### src/rtl/ibex_mem_arbiter.sv
// Two-requester (instruction/data) arbiter onto a single OBI-style memory port.
// Tracks outstanding grants in an ID FIFO so responses route back in grant order.
module ibex_mem_arbiter #(
  parameter int unsigned MaxOutstanding = 2
) (
  input  logic        clk_i,
  input  logic        rst_i,

  input  logic        instr_req_i,
  output logic        instr_gnt_o,
  output logic        instr_rvalid_o,
  input  logic [31:0] instr_addr_i,
  output logic [31:0] instr_rdata_o,
  output logic [6:0]  instr_rdata_intg_o,
  output logic        instr_err_o,

  input  logic        data_req_i,
  output logic        data_gnt_o,
  output logic        data_rvalid_o,
  input  logic        data_we_i,
  input  logic [3:0]  data_be_i,
  input  logic [31:0] data_addr_i,
  input  logic [31:0] data_wdata_i,
  input  logic [6:0]  data_wdata_intg_i,
  output logic [31:0] data_rdata_o,
  output logic [6:0]  data_rdata_intg_o,
  output logic        data_err_o,

  output logic        mem_req_o,
  input  logic        mem_gnt_i,
  input  logic        mem_rvalid_i,
  output logic        mem_we_o,
  output logic [3:0]  mem_be_o,
  output logic [31:0] mem_addr_o,
  output logic [31:0] mem_wdata_o,
  output logic [6:0]  mem_wdata_intg_o,
  input  logic [31:0] mem_rdata_i,
  input  logic [6:0]  mem_rdata_intg_i,
  input  logic        mem_err_i,

  output logic        spurious_rvalid_o
);

  localparam int unsigned CntW = $clog2(MaxOutstanding + 1);
  localparam int unsigned PtrW = (MaxOutstanding > 1) ? $clog2(MaxOutstanding) : 1;

  typedef enum logic [1:0] {
    IDLE   = 2'd0,
    LOCK_I = 2'd1,
    LOCK_D = 2'd2
  } state_e;

  state_e                    r_state;
  state_e                    w_state_next;
  logic                      r_prio_data;
  logic [CntW-1:0]           r_count;
  logic [PtrW-1:0]           r_wptr;
  logic [PtrW-1:0]           r_rptr;
  logic [MaxOutstanding-1:0] r_fifo;
  logic                      r_spurious;

  logic w_sel_data;
  logic w_sel_req;
  logic w_full;
  logic w_can_issue;
  logic w_mem_req;
  logic w_grant;
  logic w_pop;
  logic w_head_data;

  function automatic logic [PtrW-1:0] ptr_inc(input logic [PtrW-1:0] p);
    return (p == PtrW'(MaxOutstanding - 1)) ? '0 : p + PtrW'(1);
  endfunction

  // A lock pins the selection; in IDLE a tie goes to whoever did not win last.
  always_comb begin
    w_sel_data = 1'b0;
    unique case (r_state)
      LOCK_I:  w_sel_data = 1'b0;
      LOCK_D:  w_sel_data = 1'b1;
      default: w_sel_data = data_req_i & (~instr_req_i | r_prio_data);
    endcase
    w_sel_req = w_sel_data ? data_req_i : instr_req_i;
  end

  // A same-cycle response frees a slot, so a full FIFO can still issue.
  assign w_full      = (r_count == CntW'(MaxOutstanding));
  assign w_can_issue = ~w_full | mem_rvalid_i;
  assign w_mem_req   = ~rst_i & w_sel_req & w_can_issue;
  assign w_grant     = w_mem_req & mem_gnt_i;
  assign w_pop       = ~rst_i & mem_rvalid_i & (r_count != '0);
  assign w_head_data = r_fifo[r_rptr];

  always_ff @(posedge clk_i) begin
    if (rst_i) r_state <= IDLE;
    else       r_state <= w_state_next;
  end

  always_comb begin
    w_state_next = r_state;
    unique case (r_state)
      IDLE: begin
        if (w_mem_req && !mem_gnt_i) w_state_next = w_sel_data ? LOCK_D : LOCK_I;
      end
      LOCK_I, LOCK_D: begin
        if (w_grant) w_state_next = IDLE;
      end
      default: w_state_next = IDLE;
    endcase
  end

  always_comb begin
    mem_req_o          = w_mem_req;
    instr_gnt_o        = w_grant & ~w_sel_data;
    data_gnt_o         = w_grant & w_sel_data;
    mem_we_o           = 1'b0;
    mem_be_o           = 4'hF;
    mem_addr_o         = instr_addr_i;
    mem_wdata_o        = '0;
    mem_wdata_intg_o   = '0;
    if (w_sel_data) begin
      mem_we_o         = data_we_i;
      mem_be_o         = data_be_i;
      mem_addr_o       = data_addr_i;
      mem_wdata_o      = data_wdata_i;
      mem_wdata_intg_o = data_wdata_intg_i;
    end
  end

  // Response routing: only the head source sees rvalid and payload.
  always_comb begin
    instr_rvalid_o     = w_pop & ~w_head_data;
    data_rvalid_o      = w_pop & w_head_data;
    instr_rdata_o      = '0;
    instr_rdata_intg_o = '0;
    instr_err_o        = 1'b0;
    data_rdata_o       = '0;
    data_rdata_intg_o  = '0;
    data_err_o         = 1'b0;
    if (instr_rvalid_o) begin
      instr_rdata_o      = mem_rdata_i;
      instr_rdata_intg_o = mem_rdata_intg_i;
      instr_err_o        = mem_err_i;
    end
    if (data_rvalid_o) begin
      data_rdata_o      = mem_rdata_i;
      data_rdata_intg_o = mem_rdata_intg_i;
      data_err_o        = mem_err_i;
    end
  end

  always_ff @(posedge clk_i) begin
    if (rst_i) begin
      r_prio_data <= 1'b1;
      r_count     <= '0;
      r_wptr      <= '0;
      r_rptr      <= '0;
      r_fifo      <= '0;
      r_spurious  <= 1'b0;
    end else begin
      if (w_grant) begin
        r_fifo[r_wptr] <= w_sel_data;
        r_wptr         <= ptr_inc(r_wptr);
        r_prio_data    <= ~w_sel_data;
      end
      if (w_pop) r_rptr <= ptr_inc(r_rptr);
      if (w_grant && !w_pop)      r_count <= r_count + CntW'(1);
      else if (!w_grant && w_pop) r_count <= r_count - CntW'(1);
      if (mem_rvalid_i && (r_count == '0)) r_spurious <= 1'b1;
    end
  end

  assign spurious_rvalid_o = r_spurious;

endmodule

### config.mk
export PLATFORM = sky130hd
export DESIGN_NAME = ibex_mem_arbiter
export DESIGN_NICKNAME = d
export VERILOG_FILES = /design/src/rtl/ibex_mem_arbiter.sv
export SDC_FILE = /design/constraint.sdc
export NUM_CORES = 1
export LEC_CHECK = 0
export CORE_AREA = 8 8 116 118
export DETAILED_ROUTE_END_ITERATION = 6
export DIE_AREA = 0 0 124 126
export GPL_TIMING_DRIVEN = 0
export SLEW_MARGIN = 20
export SYNTH_ARGS = -nofsm -noshare
export SYNTH_HDL_FRONTEND = slang
export SYNTH_SLANG_ARGS = --single-unit
### constraint.sdc
create_clock -name clk_i -period 2.6 [get_ports clk_i]
set_input_delay 0.26 -clock clk_i [delete_from_list [all_inputs] [get_ports clk_i]]
set_output_delay 0.26 -clock clk_i [all_outputs]
set_load 0.01 [all_outputs]
# [Word-level counts from Yosys, hierarchy flattened]
# Cells that the tools add are included.
[totals] input_bits=154 output_inout_bits=162 wordCells=76 reg_bits=10
[op_classes] order_cmp=3 n_eq_ne=5 n_bitwise=17 addsub=4 mux=26 n_reduce_logical=14
[ops] cell="two-way mux 32 bit" count=4
[ops] cell="two-way mux 7 bit" count=3
[ops] cell="AND 1 bit" count=10
[ops] cell="two-way mux 2 bit" count=5
[ops] cell="two-way mux 1 bit" count=9
[ops] cell="logical AND 1 bit" count=5
[ops] cell="NOT 1 bit" count=5
[ops] cell="== test 2 bit (second input constant)" count=2
[ops] cell="zero test 2 bit" count=2
[ops] cell="less-than comparator 1 x 2 -> 1 bit (second input constant)" count=2
[ops] cell="two-way mux 4 bit" count=1
[ops] cell="!= test 2 bit (second input constant)" count=2
[ops] cell="one-hot mux 2 bit (2 select lines)" count=1
[ops] cell="nonzero test 2 bit" count=2
[ops] cell="zero test 1 bit" count=3
[ops] cell="adder 1 bit (second input constant)" count=2
[ops] cell="adder 2 x 1 -> 2 bit (second input constant)" count=1
[ops] cell="bitwise mux 2 bit" count=1
[ops] cell="== test 2 x 1 -> 1 bit (second input constant)" count=1
[ops] cell="bitwise OR 1 bit" count=2
[ops] cell="one-hot mux 1 bit (2 select lines)" count=1
[ops] cell="AND reduction 2 bit" count=1
[ops] cell="OR reduction 2 bit" count=1
[ops] cell="subtractor 2 x 1 -> 2 bit (second input constant)" count=1
[ops] cell="other kinds (2)" count=2

# [Depth between registers and ports, before layout]
[logic_depth] ltp_word=12 depth_mapped=9 ltp_nobuf=8

# [Worst setup path after synthesis]
# Ideal clock, no wire load.
[synth_timing] path_kind="register to register" start="reg r_state[0]" end="reg r_count[1]" path_slack_ns=0.412 arrival_time_ns=2.118 stages_incl_launch_ff=8 required_ns=2.530 n_path_buf=0 setup_time_ns=0.070 period_less_slack_ns=2.188 cell_sequence="dfxtp_1 > inv_1 > ha_1 > mux2i_1 > a2111oi_4 > ha_1 > or3_1 > a21oi_1"
[synth_between] elab_chain_len=9 word_cells_on_any_way=12 classes_between="2 x eq/ne; 3 x mux; 3 x bitwise; 4 x reduce/logical"
[synth_rtl] item="start: declaration" line="53" rtl="state_e r_state;"
[synth_rtl] item="start signal: assignment" line="96" rtl="else r_state <= w_state_next;"
[synth_rtl] item="== test 2 bit / == test 2 x 1 -> 1 bit (equally long branches)" line="78" rtl="unique case (r_state)"
[synth_rtl] item="one-hot mux 1 bit (2 select lines) (*)" line="78"
[synth_rtl] item="two-way mux 1 bit (*)" line="83" rtl="w_sel_req = w_sel_data ? data_req_i : instr_req_i;"
[synth_rtl] item="AND 1 bit (*) (2 in a row)" line="89" rtl="assign w_mem_req = ~rst_i & w_sel_req & w_can_issue;"
[synth_rtl] item="AND 1 bit (*)" line="90" rtl="assign w_grant = w_mem_req & mem_gnt_i;"
[synth_rtl] item="zero test 1 bit" line="168" rtl="else if (!w_grant && w_pop) r_count <= r_count - CntW'(1);"
[synth_rtl] item="logical AND 1 bit" line="168"
[synth_rtl] item="nonzero test 2 bit (no source line)"
[synth_rtl] item="end signal: assignment" line="167" rtl="if (w_grant && !w_pop) r_count <= r_count + CntW'(1);"
[synth_rtl] item="end signal: assignment" line="168"
[synth_rtl] item="end: declaration" line="56" rtl="logic [CntW-1:0] r_count;"
# Mark *: on every way between the ends. The rest lies on a longest branch, timed or not.
# A chain may end at the register's enable or synchronous reset.

# [Worst setup path after layout]
[layout_timing] start="reg r_state[1]" end="out mem_wdata_o[28]"
[layout_between] elab_chain_len=3 word_cells_on_any_way=4 classes_between="2 x eq/ne; 2 x mux"
[layout_rtl] item="== test 2 bit / == test 2 x 1 -> 1 bit (equally long branches)" line="78"
[layout_rtl] item="one-hot mux 1 bit (2 select lines) (*)" line="78"
[layout_rtl] item="two-way mux 32 bit (*)" line="121" rtl="if (w_sel_data) begin"
[layout_rtl] item="end: declaration" line="35" rtl="output logic [31:0] mem_wdata_o,"
# Marked as above.

==> key figures <==
Status
  – Status: finished clean

Power and ir drop
  – Switching pwr: approximately 500 uW
  – Cell Int Power: 1000 uW
  – Leakage: around 0.0027 uW
  – Seq pwr share: 0.124
  – Proportion of total power due to net switching: 0.333
  – Total power per unit cell area: 277 nW/um^2
  – Proportion of power drawn by the clock network: 0.204
  – Maximum vdd drop: 0.189 mV
  – Combinational share of power: 0.672

Worst setup path
  – Category of the worst setup path capture point: output port
  – FF-to-FF setup slack: around 0.23 ns
  – Kind of start point of the critical path: flip-flop
  – Critical path type: reg -> out
  – Data required time of the critical path: 2.34 ns
  – Data arrival time of the worst path: between 2 and 2.5 ns
  – Largest fanout on the critical path: 10

STA
  – Slew Limit Fails: 0
  – Worst clock skew on the final layout: 0.00397 ns
  – Tightest slew margin relative to the limit: 0.683
  – Min cycle time layout: 2.51 ns
  – Setup WS post-layout: approximately 0.092 ns
  – Final Cycle Share: 0.965
  – Number of endpoints with negative hold slack in the final report: 0
  – Peak Freq: 399 MHz
  – Setup repair after global routing missed its margin: true
  – Number of setup violations in the final report: 0
  – Slew of the pin with the lowest slew margin: 0.475 ns

CTS
  – Clock-pin slew reported for the worst setup and hold paths after clock tree synthesis: 0.04 ns
  – CTS HTree Levels: 1
  – Clock tree sinks: 10
  – Clock Tree Buf Depth: 2
  – Clk_lat worst skew: ~0.24 ns
  – Buffer type at the clock tree root: clkbuf_16
  – CTS tree: done
  – Clock buffer count from CTS: 3

Die
  – Count of pins on the block boundary: approximately 320
  – Die boundary height: 126 um
  – Overall die area: 15,600 sq um
  – Starting utilization of the core area: 0.153
  – Die X: 124 um
  – Number of placement rows: 40
  – Core region area: around 12,000 sq um

Placed design
  – Routability Congestion: approximately 0.77
  – Final HPWL DP: 11,400 um
  – Area of placed instances: a little over 5000 sq um
  – Setup WS pre-CTS: -0.608 ns
  – Port Buf Inserts: 315

Synth
  – Yosys warning count: 0
  – Cell types occupying the most area after synthesis: and2_1 43%, nand2_1 20%, dfxtp_1 11%
  – Portion of synthesized cell area occupied by the leading cell type: 0.427
  – Cell count after synthesis: 303
  – Synthesized area per cell: between 5 and 6 sq um
  – Sequential-to-total area share from yosys stat: 0.112
  – Dominant cell type by area after synthesis: and2_1
  – Cell area after synthesis: 1790 sq um
  – Count of unique library cells instantiated by Yosys: 28
  – Net count after synthesis: 460
  – Flops & latches, synth: 10

Global routing
  – Overflow left after global routing: 0
  – Largest net degree at the start of global routing: 11
  – Initial antenna violation count: 0
  – First-pass GRT wire length: about 18,000 um
  – Vias in the first global route: 3,280
  – Overall routing resource usage: 0.151

Drt
  – Antenna violation net count after detailed routing: 0
  – Average detailed-routed wire length per instance: ~17 um
  – Total wire length: around 13,000 um
  – Detail-routed via count per cell: 4.05
  – Number of iterations in the first detailed-routing pass: 4
  – Iteration-0 DRC count of the detailed router: 55
  – DRC: 0
  – Number of vias after detailed routing: 3,136

Finish
  – Layout cells sized above 1: 0.0606
  – Finished layout cell area: 5420 sq um
  – Area taken by multi-input logic gates: 1530 sq um
  – Commonest cells after routing, fill and taps aside: 255 x clkdlybuf4s50_1, 122 x and2_1, 96 x nand2_1
  – Area growth from synthesis to layout: 204%
  – Leading cell type in the layout, fill and taps excluded: clkdlybuf4s50_1
  – Fin nets: 785
  – Sequential standard cell area: 200 sq um
  – # fillers: 1,185
  – Diode count: 0

Job
  – Number of maximum-capacitance violations: 0

Min path
  – Worst min-delay path category: reg -> reg
==> power by group through the flow <==
stage                     clock [uW]  sequential [uW]  combinational, uW
final                            307              187               1010
after global routing             320              189               1090
after CTS                        315              187               1030
after detailed placement           0              189               1020
after global placement             0              189               1010
after floorplan                    0              188                360
==> cell usage after synthesis <==
cell         n
nand2b_1     6
xnor2_1      1
nor4_1       3
a2111oi_4    1
ha_1         3
buf_2        5
or3_1        2
and2_1     122
or2_2        1
a22o_1       3
nor3_1       1
a211oi_1     1
o21bai_1     1
nand3_1      1
xor2_1       3
o21ai_0      1
nor2_1       8
a21oi_1      4
o21ai_1      1
inv_1        4
clkbuf_1    16
a311oi_1     2
dfxtp_1     10
nand2_1     96
mux2i_1      2
nor3b_2      1
nor2b_1      3
a22oi_1      1
==> worst max-delay path: stages (launching register included) <==
cell and delay, ns:
dfxtp_1 0.35, inv_1 0.05, ha_1 0.28, buf_6 0.15, nor2b_4 0.13, a22o_4 0.17
clkbuf_4 0.19, and2_1 0.13, clkdlybuf4s50_1 0.54
==> state kept, by name, indices dropped and copies added (netlist names) <==
name,cells
r_count,2
r_fifo,2
r_prio_data,1
r_rptr,1
r_state,2
r_wptr,1
spurious_rvalid_o,1
==> metal layers <==
layer	GRT usage	wire (um)
met1	0.140	4250
met4	0.0266	248
met3	0.0710	1590
met2	0.289	6710
met5	0	0
==> worst paths after layout <==
path,start,to,cells after the start
hold reg to reg,spurious_rvalid_o,spurious_rvalid_o,2
setup reg to reg,r_state[0],r_count[1],9
hold / removal,spurious_rvalid_o,spurious_rvalid_o,2
setup / recovery,r_state[1],mem_wdata_o[28],8
==> cell families (layout without fill, tap and decap cells) <==
family          after synthesis  count (layout)  synth area share
mux                           2               2            0.0112
fa+ha+maj                     3               3            0.0210
xor+xnor                      4               4            0.0196
flops                        10              10             0.112
simple gates                244             244             0.711
compound gates               15              15            0.0693
buf+inv                      25             349            0.0560
==> per-stage QoR <==
step | util | TNS, ns | power [uW] | hold WS [ns] | std cells
floorplan | - | 0 | 548 | 0.401 | 303
global placement | 0.438 | -25.50 | 1190 | 0.446 | 765
detailed placement | 0.438 | -32.65 | 1210 | 0.461 | 765
CTS | 0.455 | -0.0442 | 1530 | 0.474 | 774
global route | 0.463 | -0.127 | 1600 | 0.483 | 774
finish | 0.463 | 0 | 1500 | 0.463 | 774
==> final cells by class <==
type,count,area share
repair buffers,320,0.595
multi-input cells,268,0.282
flip-flops and latches,10,0.0369
well taps,147,0.0339
plain buffers,21,0.0335
clock buffers,4,0.0164
inverters,4,0.00277
==> repair_timing <==
item	in CTS	in global routing
buffers inserted	5	0
hold buffers	0	0
endpoints found under the setup margin	157	123
pin swaps	3	1
gates resized for setup	75	43
No activity file was read; power rests on OpenSTA's default activity.
